File: config.mk
export PLATFORM = sky130hd
export DESIGN_NAME = sd_spi_test_seq
export DESIGN_NICKNAME = d
export VERILOG_FILES = /design/src/rtl/sd_test_pkg.sv /design/src/rtl/sd_test_pattern_gen.sv /design/src/rtl/sd_spi_test_seq.sv
export SDC_FILE = /design/constraint.sdc
export NUM_CORES = 1
export LEC_CHECK = 0
export BUFFER_PORTS_ARGS = -buffer_cell sky130_fd_sc_hd__buf_4
export CORE_ASPECT_RATIO = 1.4
export CORE_MARGIN = 4
export CORE_UTILIZATION = 45
export DETAILED_ROUTE_END_ITERATION = 10
export PLACE_DENSITY_LB_ADDON = 0.25
export SLEW_MARGIN = 20
export SYNTH_ARGS = -nofsm -noshare
export SYNTH_HDL_FRONTEND = slang
export SYNTH_SLANG_ARGS = --single-unit
File: constraint.sdc
create_clock -name clk_sd -period 2.99 [get_ports clk_sd]
set_input_delay 0.1495 -clock clk_sd [delete_from_list [all_inputs] [get_ports clk_sd]]
set_output_delay 0.1495 -clock clk_sd [all_outputs]
set_load 0.1 [all_outputs]
File: src/rtl/sd_test_pkg.sv
// sd_test_pkg: shared types and pattern helpers for the SD SPI self-test sequencer.
package sd_test_pkg;

   typedef enum logic [2:0] {
      ST_IDLE,
      ST_WR_START,
      ST_WR_WAIT,
      ST_RD_START,
      ST_RD_WAIT,
      ST_CHECK,
      ST_DONE
   } seq_state_e;

   localparam logic [31:0] LFSR_POLY = 32'h8020_0003;

   // Counter pattern: sector index in bits [23:8], word index OR-ed into the low bits.
   function automatic logic [31:0] pattern_word(input logic [15:0] sec, input logic [15:0] word);
      return {8'h00, sec, 8'h00} | {16'h0000, word};
   endfunction

   // One step of a left-shifting Galois LFSR.
   function automatic logic [31:0] lfsr_step(input logic [31:0] s);
      return s[31] ? ((s << 1) ^ LFSR_POLY) : (s << 1);
   endfunction

endpackage

File: src/rtl/sd_test_pattern_gen.sv
// sd_test_pattern_gen: per-sector test data source; init loads the sector, step advances one word.
// SD_TEST_LFSR_EN selects an LFSR sequence seeded with START_ADDR+sector instead of the counter pattern.
module sd_test_pattern_gen
   import sd_test_pkg::*;
#(
   parameter int unsigned DATA_W     = 16
`ifdef SD_TEST_LFSR_EN
   ,
   parameter logic [31:0] START_ADDR = 32'd2000
`endif
) (
   input  logic              clk_sd,
   input  logic              reset,
   input  logic              init_i,
   input  logic              step_i,
   input  logic [15:0]       sec_i,
   output logic [DATA_W-1:0] data_o
);

`ifdef SD_TEST_LFSR_EN
   logic [31:0] lfsr_q;

   // Seed per sector, advance once per consumed word.
   always_ff @(posedge clk_sd) begin
      if (reset) begin
         lfsr_q <= '0;
      end else if (init_i) begin
         lfsr_q <= START_ADDR + {16'h0000, sec_i};
      end else if (step_i) begin
         lfsr_q <= lfsr_step(lfsr_q);
      end
   end

   assign data_o = lfsr_q[DATA_W-1:0];
`else
   logic [15:0] sec_q;
   logic [15:0] idx_q;

   // Latch the sector on init, count words on step.
   always_ff @(posedge clk_sd) begin
      if (reset) begin
         sec_q <= '0;
         idx_q <= '0;
      end else if (init_i) begin
         sec_q <= sec_i;
         idx_q <= '0;
      end else if (step_i) begin
         idx_q <= idx_q + 16'd1;
      end
   end

   assign data_o = DATA_W'(pattern_word(sec_q, idx_q));
`endif

endmodule

File: src/rtl/sd_spi_test_seq.sv
// sd_spi_test_seq: writes SEC_CNT sectors with a test pattern, reads them back and checks every word.
// Optional build macro SD_TEST_LFSR_EN switches the data pattern to a per-sector LFSR.
module sd_spi_test_seq
   import sd_test_pkg::*;
#(
   parameter int unsigned DATA_W        = 16,
   parameter int unsigned WORDS_PER_SEC = 256,
   parameter int unsigned SEC_CNT       = 4,
   parameter logic [31:0] START_ADDR    = 32'd2000
) (
   input  logic              clk_sd,
   input  logic              reset,
   input  logic              sd_init_done,
   input  logic              restart,
   input  logic              wr_busy,
   input  logic              wr_req,
   output logic              wr_start_en,
   output logic [31:0]       wr_sec_addr,
   output logic [DATA_W-1:0] wr_data,
   input  logic              rd_busy,
   input  logic              rd_en,
   input  logic [DATA_W-1:0] rd_data,
   output logic              rd_start_en,
   output logic [31:0]       rd_sec_addr,
   output logic              test_done,
   output logic              error_flag,
   output logic [15:0]       err_cnt,
   output logic [31:0]       fail_sec
);

   // One spare count above WORDS_PER_SEC so an over-long read stays distinguishable.
   localparam int unsigned     CNT_W    = $clog2(WORDS_PER_SEC + 2);
   localparam logic [CNT_W-1:0] WPS_C   = CNT_W'(WORDS_PER_SEC);
   localparam logic [15:0]      LAST_SEC = 16'(SEC_CNT - 1);

   seq_state_e        state_q;
   logic              init_prev_q;
   logic              wr_busy_q;
   logic              rd_busy_q;
   logic [15:0]       sec_idx_q;
   logic [CNT_W-1:0]  w_q;
   logic [CNT_W-1:0]  r_q;
   logic              wr_start_q;
   logic              rd_start_q;
   logic [31:0]       wr_addr_q;
   logic [31:0]       rd_addr_q;
   logic [DATA_W-1:0] wr_data_q;
   logic              test_done_q;
   logic              error_q;
   logic [15:0]       err_cnt_q;
   logic [31:0]       fail_sec_q;
   logic              fail_vld_q;

   logic              trigger;
   logic              gen_init;
   logic              wr_step;
   logic              rd_step;
   logic [DATA_W-1:0] wr_pat;
   logic [DATA_W-1:0] chk_pat;

   assign trigger  = ((sd_init_done && !init_prev_q) || restart) &&
                     (state_q == ST_IDLE || state_q == ST_DONE);
   assign gen_init = (state_q == ST_WR_START);
   assign wr_step  = (state_q == ST_WR_WAIT) && wr_req && (w_q < WPS_C);
   assign rd_step  = (state_q == ST_RD_WAIT) && rd_en && (r_q < WPS_C);

   sd_test_pattern_gen #(
      .DATA_W     (DATA_W)
`ifdef SD_TEST_LFSR_EN
      ,
      .START_ADDR (START_ADDR)
`endif
   ) u_wr_gen (
      .clk_sd (clk_sd),
      .reset  (reset),
      .init_i (gen_init),
      .step_i (wr_step),
      .sec_i  (sec_idx_q),
      .data_o (wr_pat)
   );

   sd_test_pattern_gen #(
      .DATA_W     (DATA_W)
`ifdef SD_TEST_LFSR_EN
      ,
      .START_ADDR (START_ADDR)
`endif
   ) u_chk_gen (
      .clk_sd (clk_sd),
      .reset  (reset),
      .init_i (gen_init),
      .step_i (rd_step),
      .sec_i  (sec_idx_q),
      .data_o (chk_pat)
   );

   // Sequencer FSM with registered start pulses, write data and status.
   always_ff @(posedge clk_sd) begin
      if (reset) begin
         state_q     <= ST_IDLE;
         init_prev_q <= 1'b0;
         wr_busy_q   <= 1'b0;
         rd_busy_q   <= 1'b0;
         sec_idx_q   <= '0;
         w_q         <= '0;
         r_q         <= '0;
         wr_start_q  <= 1'b0;
         rd_start_q  <= 1'b0;
         wr_addr_q   <= '0;
         rd_addr_q   <= '0;
         wr_data_q   <= '0;
         test_done_q <= 1'b0;
         error_q     <= 1'b0;
         err_cnt_q   <= '0;
         fail_sec_q  <= '0;
         fail_vld_q  <= 1'b0;
      end else begin
         init_prev_q <= sd_init_done;
         wr_busy_q   <= wr_busy;
         rd_busy_q   <= rd_busy;
         wr_start_q  <= 1'b0;
         rd_start_q  <= 1'b0;
         case (state_q)
            ST_IDLE, ST_DONE: begin
               if (trigger) begin
                  test_done_q <= 1'b0;
                  error_q     <= 1'b0;
                  err_cnt_q   <= '0;
                  fail_sec_q  <= '0;
                  fail_vld_q  <= 1'b0;
                  sec_idx_q   <= '0;
                  w_q         <= '0;
                  r_q         <= '0;
                  wr_start_q  <= 1'b1;
                  wr_addr_q   <= START_ADDR;
                  state_q     <= ST_WR_START;
               end
            end
            ST_WR_START: begin
               state_q <= ST_WR_WAIT;
            end
            ST_WR_WAIT: begin
               if (wr_req) begin
                  if (w_q < WPS_C) begin
                     wr_data_q <= wr_pat;
                     w_q       <= w_q + CNT_W'(1);
                  end else begin
                     wr_data_q <= '0;
                     error_q   <= 1'b1;
                  end
               end
               if (wr_busy_q && !wr_busy) begin
                  rd_start_q <= 1'b1;
                  rd_addr_q  <= wr_addr_q;
                  state_q    <= ST_RD_START;
               end
            end
            ST_RD_START: begin
               state_q <= ST_RD_WAIT;
            end
            ST_RD_WAIT: begin
               if (rd_en) begin
                  if ((r_q < WPS_C) && (rd_data != chk_pat)) begin
                     error_q <= 1'b1;
                     if (err_cnt_q != 16'hFFFF) begin
                        err_cnt_q <= err_cnt_q + 16'd1;
                     end
                     if (!fail_vld_q) begin
                        fail_vld_q <= 1'b1;
                        fail_sec_q <= rd_addr_q;
                     end
                  end
                  if (r_q != '1) begin
                     r_q <= r_q + CNT_W'(1);
                  end
               end
               if (rd_busy_q && !rd_busy) begin
                  state_q <= ST_CHECK;
               end
            end
            ST_CHECK: begin
               if (r_q != WPS_C) begin
                  error_q <= 1'b1;
                  if (!fail_vld_q) begin
                     fail_vld_q <= 1'b1;
                     fail_sec_q <= rd_addr_q;
                  end
               end
               if (sec_idx_q == LAST_SEC) begin
                  test_done_q <= 1'b1;
                  state_q     <= ST_DONE;
               end else begin
                  sec_idx_q  <= sec_idx_q + 16'd1;
                  w_q        <= '0;
                  r_q        <= '0;
                  wr_start_q <= 1'b1;
                  wr_addr_q  <= START_ADDR + {16'h0000, 16'(sec_idx_q + 16'd1)};
                  state_q    <= ST_WR_START;
               end
            end
            default: begin
               state_q <= ST_IDLE;
            end
         endcase
      end
   end

   assign wr_start_en = wr_start_q;
   assign wr_sec_addr = wr_addr_q;
   assign wr_data     = wr_data_q;
   assign rd_start_en = rd_start_q;
   assign rd_sec_addr = rd_addr_q;
   assign test_done   = test_done_q;
   assign error_flag  = error_q;
   assign err_cnt     = err_cnt_q;
   assign fail_sec    = fail_sec_q;

endmodule

-- After elaboration in Yosys (flattened, before gate mapping)
Index checks and enable logic that the tools add are counted.
- $add $sub $neg: 7
- multipliers: 0
- divide/modulo/power cells: 0
- magnitude comparators: 2
- equality and inequality tests: 24
- shift-type cells: 0
- muxes and demuxes: 44
- bitwise gates (word level): 3
- reduce and logical (&&, ||, !) cells: 33
- operator list (kind ; count):
    $mux 32 ; 7
    $mux 16 ; 6
    $pmux 32 s3 ; 1
    $add 16x1->16 const B ; 4
    $pmux 16 s2 ; 2
    $pmux 32 s2 ; 1
    $mux 9 ; 6
    $pmux 9 s3 ; 2
    $or 16x16->16 ; 2
    $reduce_and 5->1 ; 4
    $add 9x1->9 const B ; 2
    $lt 9x9->1 const B ; 2
    $ne 9x9->1 const B ; 2
    $pmux 3 s6 ; 1
    $add 11x16->17 const A ; 1
    $eq 16x2->1 const B ; 1
    $ne 16x16->1 ; 1
    $ne 16x16->1 const B ; 1
    $ne 2x2->1 const B ; 7
    $mux 3 ; 4
    $ne 2x1->1 const B ; 6
    $mux 1 ; 10
    $eq 3x3->1 const B ; 3
    $logic_and 1x1->1 ; 9
    other kinds (16) ; 28
- register bits after elaboration: 213
- bits in latches: 0
- memory bits (writable): 0
- ROM bits: 0
- logic and storage cells: 133
- memories kept: 0

-- Depth between registers and ports, before layout
Gate-level depths: netlist (run 1).
- depth after elaboration: 6
- mapped depth: 10

-- Modules after synthesis
From an unflattened synthesis (run 1), not the netlist that was laid out.
- cell total of the unflattened synthesis: 989
- area, all modules: 8443.1 um^2
- modules (own cells, without submodules) (module ; times used ; cells each ; area an instance (um^2) ; seq. area each (um^2)):
    sd_spi_test_seq ; 1 ; 745 ; 6208.5 ; 2482.4
    sd_test_pattern_gen (u_wr_gen) ; 1 ; 121 ; 1138.6 ; 480.5
    sd_test_pattern_gen (u_chk_gen) ; 1 ; 123 ; 1096.1 ; 480.5

-- Worst setup path after synthesis (run 1)
OpenSTA, ideal clock, no wires.
- kind: reg2reg
- start: reg err_cnt_q[6] (netlist: err_cnt[6])
- end: reg err_cnt_q[11] (netlist: err_cnt[11])
- setup time: 128 ps
- data arrival time: 2440 ps
- setup slack: 422 ps
- stages on the path, launching flop included: 9
- path buffers: 1
- period minus slack after synthesis: 2568 ps
- path through: dfxtp_1 > nand4_1 > nor2_1 > nand3_1 > o21ai_2 > buf_2 > nor3_1 > xnor2_1 > nor2_1
- word-level cells in the longest chain between the ends: 5
- elaborated cells between the ends (all ways): 8
- RTL lines (element ; line ; text):
    start: declaration ; sd_spi_test_seq.sv:50 ; logic [15:0] err_cnt_q;
    start signal: assignment ; sd_spi_test_seq.sv:166 ; err_cnt_q <= err_cnt_q + 16'd1;
    $add 16x1->16 ; sd_spi_test_seq.sv:166 ;
    $mux 16 ; sd_spi_test_seq.sv:165 ; if (err_cnt_q != 16'hFFFF) begin
    $mux 16 ; sd_spi_test_seq.sv:163 ; if ((r_q < WPS_C) && (rd_data != chk_pat)) begin
    $mux 16 ; sd_spi_test_seq.sv:162 ; if (rd_en) begin
    $pmux 16 s2 ; sd_spi_test_seq.sv:123 ; case (state_q)
Several ways; a longest one is shown, not always the timed one. The select of a mux whose other input is x is not followed.
A chain may end at the register's enable or synchronous reset.

-- Worst setup path after layout (run 1)
- start: reg sec_idx_q[2]
- end: reg wr_addr_q[12] (netlist: wr_sec_addr[12])
- word-level cells in the longest chain between the ends: 4
- elaborated cells between the ends (all ways): 7
- RTL lines (element ; line ; text):
    start: declaration ; sd_spi_test_seq.sv:40 ; logic [15:0] sec_idx_q;
    start signal: assignment ; sd_spi_test_seq.sv:193 ; sec_idx_q <= sec_idx_q + 16'd1;
    $add 16x1->16 ; sd_spi_test_seq.sv:197 ; wr_addr_q <= START_ADDR + {16'h0000, 16'(sec_idx_q + 16'd1)};
    $add 11x16->17 ; sd_spi_test_seq.sv:197 ;
    $mux 32 ; sd_spi_test_seq.sv:189 ; if (sec_idx_q == LAST_SEC) begin
    $pmux 32 s2 ; sd_spi_test_seq.sv:123 ;
    end signal: assignment ; sd_spi_test_seq.sv:197 ;
    end: declaration ; sd_spi_test_seq.sv:45 ; logic [31:0] wr_addr_q;
Several ways; a longest one is shown, not always the timed one. The select of a mux whose other input is x is not followed.

==> metrics.txt, run 1 <==
CTS Buffer Depth 2; PD cells between 600 and 700 nW/µm²; r2r worst-path depth 9; top_reg_cell synth dfxtp_1; status complete, no violations; share of layout cells above drive strength 1 18.0%; Yosys reg bits 164; Seq pwr share a little under 40%; Gate power share a little under a fifth; worst path buffer plus inverter count 0; largest net degree at the start of global routing 33; Clk pwr share a little over two fifths; post-synth top area share between 40 and 50%; Final ANT Viol Nets 0; Synth warnings 0; initial drt markers 339; Die ar. 19,900 µm²; Setup crit start sec_idx_q[2]; fin nets 1,067; FILL cells 1,687; WL/cell roughly 15 µm; CP Capture Type flop; Worst-Margin Slew about 0.78 ns; Synth Cell Area around 8000 µm²; RR Startpoint sec_idx_q[2]; Required @ worst endpoint around 3.3 ns; hold path depth 2; Worst-Skew Late Latency around 0.42 ns; mean post-synth cell area ~8.5 µm²; TritonCTS buffer count 17; LEAKAGE around 3.7 nW; Fin Clk Skew between 0.007 and 0.008 ns; initial antenna violation count 0; fmax 0.379 GHz; switch share between 30% and 40%; DRC 0; dominant cells by area after synthesis dfxtp_1 (41%), nor2_1 (6.0%), buf_4 (5.3%); max cap viols 0; Initial Util around 46%; P_int about 4.0 mW; unrepaired setup endpoints after global routing false; peak ir drop on the vdd network between 0.3 and 0.4 mV; n_diodes 0; gp weighted congestion between 0.9 and 1; DR vias/cell 5.13; I/O Buffers 110; gate count after technology mapping approximately 940; max-slew violation count 0; Final setup viols 0; Tmin final between 2 and 3 ns; GRT Overall Usage 19.1%; Worst-path clk slew roughly 0.060 ns; HPWL Detailed ~14,000 µm; slowest stage delay, CP about 0.58 ns; hold_buf cts 3; I/O pin count roughly 160; kind of critical path flop to flop; launching element type of the critical path flop; Crit path max-delay family simple AND/OR/NAND/NOR gates; PostCTS Resize Cnt 0; min-delay src reset; Cell Chain, Critical Path and3_1 -> nand3_1 -> xnor2_1 -> ha_1 -> or3_4 -> and3b_1 -> nor2_1 -> xor2_1 -> a22o_1; Sink Count approximately 160; Max-slew headroom 47.7%; row cnt 57; number of synthesized flops with an enable pin 0; Hold Worst Slack 0.132 ns; TritonCTS clock tree done; Die Wd about 120 µm; Initial DRT Pass Iterations 5; Die Y approximately 170 µm; Post CTS Setup Buffer Count 0; area delta synth->final 18.7%; via count around 6.6k; total negative slack 0 ns; CP max-delay cell dfxtp_1; H-tree depth 4; Fin. Hold Viols 0; vias in the first global route just over 6k; share of the yosys chip area belonging to registers between 40% and 50%; Switch Pwr 1.77 mW; Min-Delay Path Class input pin to flop; core area 17,400 µm²; root buffer cell clkbuf_16; critical path peak fanout 12; Final Cycle Share between 80% and 90%; first-pass GRT wire length 30,500 µm; final wirelength ~19,000 µm; count of cell types in the netlist 73; Post-synth ARST share 0%; Synth area leader dfxtp_1; GRT overflow 0; WP data arrival ~3.0 ns; WP depth 9
==> state kept, by name (all words and copies together) (netlist names), 3 cells and up <==
name / cells
u_wr_gen.sec_q: 8
rd_sec_addr: 17
wr_data: 16
w_q: 9
wr_sec_addr: 13
u_wr_gen.idx_q: 16
sec_idx_q: 16
err_cnt: 16
u_chk_gen.idx_q: 16
state_q: 3
r_q: 9
fail_sec: 17
==> metrics by stage <==
stage,power [mW],cell area [µm²],util [%],setup WS [ns],cells
2_1_floorplan,3.26,8130,-,0.422,983
4_1_cts,5.82,9460,54.4,0.364,1283
3_3_place_gp,3.41,8780,50.4,0.464,1248
3_5_place_dp,3.41,8780,50.4,0.372,1248
6_report,5.76,9460,54.4,0.352,1283
5_1_grt,5.99,9460,54.4,0.123,1283
==> final cells by class <==
class                           instances  area [µm²]  area share (%)
Multi-Input combinational cell        698        4150            43.8
Clock buffer                           20         457            4.83
Inverter                               20        75.1           0.793
Sequential cell                       164        3280            34.7
Timing Repair Buffer                  133        1010            10.6
Clock inverter                         12         199            2.10
Tap cell                              236         295            3.12
==> logic make-up (layout without fill, tap and decap cells) <==
family          after synthesis  after routing  share of synthesized area, %
compound gates              176            176                          14.7
xor+xnor                     79             79                          8.78
fa+ha+maj                     9              9                          1.41
buf+inv                     121            185                          8.82
flops                       164            164                          41.2
mux                          12             12                          1.51
other cells                   1             45                        0.0471
simple gates                377            377                          23.5
==> worst paths after layout <==
check,to,slack (ns)
min reg2reg,wr_data[15],0.46
min,sec_idx_q[13],0.13
max,wr_sec_addr[12],0.35
max reg2reg,wr_sec_addr[12],0.35
==> Yosys cell counts (14+ instances only) <==
master and instances:
nand4_1 20, clkbuf_1 22, dfxtp_1 164, o21ai_0 37, nand2_1 84, xor2_1 33
xnor2_1 45, nor3_1 23, nor2_1 127, a22o_1 24, nand3_1 33, a21oi_1 57
and3_1 19, a22oi_1 14, inv_1 19, buf_4 56, buf_2 15
==> power groups by stage <==
stage	clock [mW]	sequential, mW	combinational, mW
after CTS	2.45	2.29	1.08
after global placement	0	2.34	1.07
after floorplan	0	2.49	0.765
final	2.40	2.29	1.07
after global routing	2.56	2.30	1.14
after detailed placement	0	2.34	1.07
==> metal layers <==
metal / up-vias / global-route usage [%] / share of wire (%)
li1: 3339 / - / -
met1: 3030 / 23.1 / 43
met2: 187 / 33.1 / 49
met3: 30 / 3.95 / 5.1
met4: 0 / 7.58 / 2.3
met5: - / 0 / 0
==> cell usage in the layout (no fill, tap or decap), types with 3 or more instances in the layout <==
cell type,netlist,layout
nor2_1,127,127
dlygate4sd3_1,0,3
nor2b_1,6,6
dfxtp_1,164,164
a31oi_1,3,3
nor4_1,12,12
nor2_2,4,4
o21ai_0,37,37
o21a_1,7,7
nand2_1,84,84
nor3_1,23,23
ha_1,9,9
a311oi_1,3,3
conb_1,1,45
nor3b_1,3,3
nand4b_1,3,3
nand3_1,33,33
buf_4,56,130
mux2i_1,12,12
clkbuf_16,0,17
a211oi_1,5,5
o22ai_1,5,5
nand2b_1,7,7
a22o_1,24,24
xnor2_1,45,45
xor2_1,33,33
clkinv_2,0,3
bufinv_16,0,5
nand4_1,20,20
or3_1,7,7
a21oi_1,57,57
and4_1,7,7
inv_1,19,19
and2_1,3,3
and3_1,19,19
a22oi_1,14,14
Note: power is estimated with default switching activity, not from simulation.
==> run 2: changes to the inputs <==
--- a/config.mk
+++ b/config.mk
@@ -9,3 +9,3 @@
 export CORE_ASPECT_RATIO = 1.4
-export CORE_MARGIN = 4
+export CORE_MARGIN = 1
 export CORE_UTILIZATION = 45
==> constraint.sdc (replaced) <==
create_clock -name clk_sd -period 2.99 [get_ports clk_sd]
set_input_delay 0 -clock clk_sd [delete_from_list [all_inputs] [get_ports clk_sd]]
set_output_delay 0 -clock clk_sd [all_outputs]
set_load 0.1 [all_outputs]
==> metrics.txt, run 2 (same netlist as run 1, synthesis figures left out) <==
status complete, no violations; TritonCTS clock tree done; I/O Buffers between 100 and 150; H-tree depth 4; Sink Count 164; Die Y between 150 and 200 µm; WL/cell between 10 and 15 µm; largest net degree at the start of global routing 42; share of layout cells above drive strength 1 17.7%; initial drt markers 435; Required @ worst endpoint 3.31 ns; PD cells a little over 600 nW/µm²; Worst-Margin Slew about 0.67 ns; gp weighted congestion about 0.9; via count 6,645; max-slew violation count 0; Initial Util ~46%; initial antenna violation count 0; Final Cycle Share between 80% and 90%; final wirelength approximately 19,000 µm; min-delay src restart; total negative slack 0 ns; Setup crit start sec_idx_q[2]; Die ar. 18,300 µm²; WP data arrival roughly 3 ns; row cnt 57; root buffer cell clkbuf_16; final core utilization between 50% and 60%; commonest non-fill, non-tap cell in the layout dfxtp_1; Final setup viols 0; Fin. Hold Viols 0; HPWL Detailed 13,400 µm; DR vias/cell just over 5; I/O pin count 156; Die Wd about 110 µm; GRT overflow 0; Max-slew headroom a little under three fifths; hold_buf cts 4; kind of critical path flop to flop; peak ir drop on the vdd network approximately 0.39 mV; vias in the first global route ~6.1k; Fin Clk Skew ~0.0063 ns; Worst-Skew Late Latency roughly 0.43 ns; RR Startpoint sec_idx_q[2]; CTS Buffer Depth 2; DRC 0; TritonCTS buffer count 17; end of the worst register-to-register path wr_sec_addr[12]; CP Capture Type flop; n_diodes 0; r2r worst-path depth 9; Tmin final 2.64 ns; critical path peak fanout 12; Initial DRT Pass Iterations 5; slowest stage delay, CP around 0.56 ns; LEAKAGE ~3.6 nW; max cap viols 0; fin nets 1,065; Worst-path clk slew approximately 0.060 ns; most frequent cells in the layout dfxtp_1 (164), nor2_1 (127), buf_4 (127), nand2_1 (84), a21oi_1 (57); area delta synth->final 18.3%; GRT Overall Usage 20.7%; r2r setup slk roughly 0.35 ns; unrepaired setup endpoints after global routing false; Final ANT Viol Nets 0; first-pass GRT wire length approximately 30,000 µm; Min-Delay Path Class input pin to flop; crit path capture wr_sec_addr[12]; core area roughly 17,000 µm²; Post CTS Setup Buffer Count 0; Cell Chain, Critical Path and3_1 -> nand3_1 -> xnor2_1 -> ha_1 -> or3_4 -> and3b_1 -> nor2_1 -> xor2_1 -> a22o_1; launching element type of the critical path flop; fmax about 0.38 GHz; CP max-delay cell dfxtp_1; PostCTS Resize Cnt 0
-- run 2: metrics by stage --
stage	hold WS [ns]	area (µm²)	instances	setup WS [ns]	total power, mW
floorplan	0.128	8130	983	0.422	3.26
global placement	0.230	8750	1245	0.377	3.39
detailed placement	0.242	8750	1245	0.365	3.40
CTS	0.0220	9430	1281	0.351	5.74
global route	0.0760	9430	1281	0.158	5.91
finish	0.0444	9430	1281	0.354	5.69
-- run 2: worst min-delay path by stage --
stage	end	depth (start not counted)
3_5_place_dp	rd_busy_q	2
6_report	test_done	4
5_1_grt	test_done	4
4_1_cts	test_done	4
2_1_floorplan	init_prev_q	1
3_3_place_gp	rd_busy_q	2
-- run 2: worst max-delay path: cells and delay by family (launching register included) --
family,cells,cell delay [ns]
compound gates,1,0.21
fa+ha+maj,1,0.23
simple gates,5,1.20
xor+xnor,2,0.32
flops,1,0.56
-- run 2: final cells by class --
class                      instances  area, µm²
fill                            1671       7900
clock inverter                    12        178
timing repair buffer             131        993
tap                              236        295
clock buffer                      20        457
sequential                       164       3280
multi-input combinational        698       4150
inverter                          20       75.1
-- run 2: per-layer routing --
metal	vias up	wire length, µm	GRT usage, %
li1	3348	-	-
met5	-	0	0
met2	196	9410	35.9
met3	22	870	4.42
met1	3079	7980	24.8
met4	0	322	7.97
-- run 2: report_power, final --
group          switching (mW)  internal [mW]
Combinational           0.825          0.233
Sequential             0.0660           2.23
Clock                   0.892           1.44
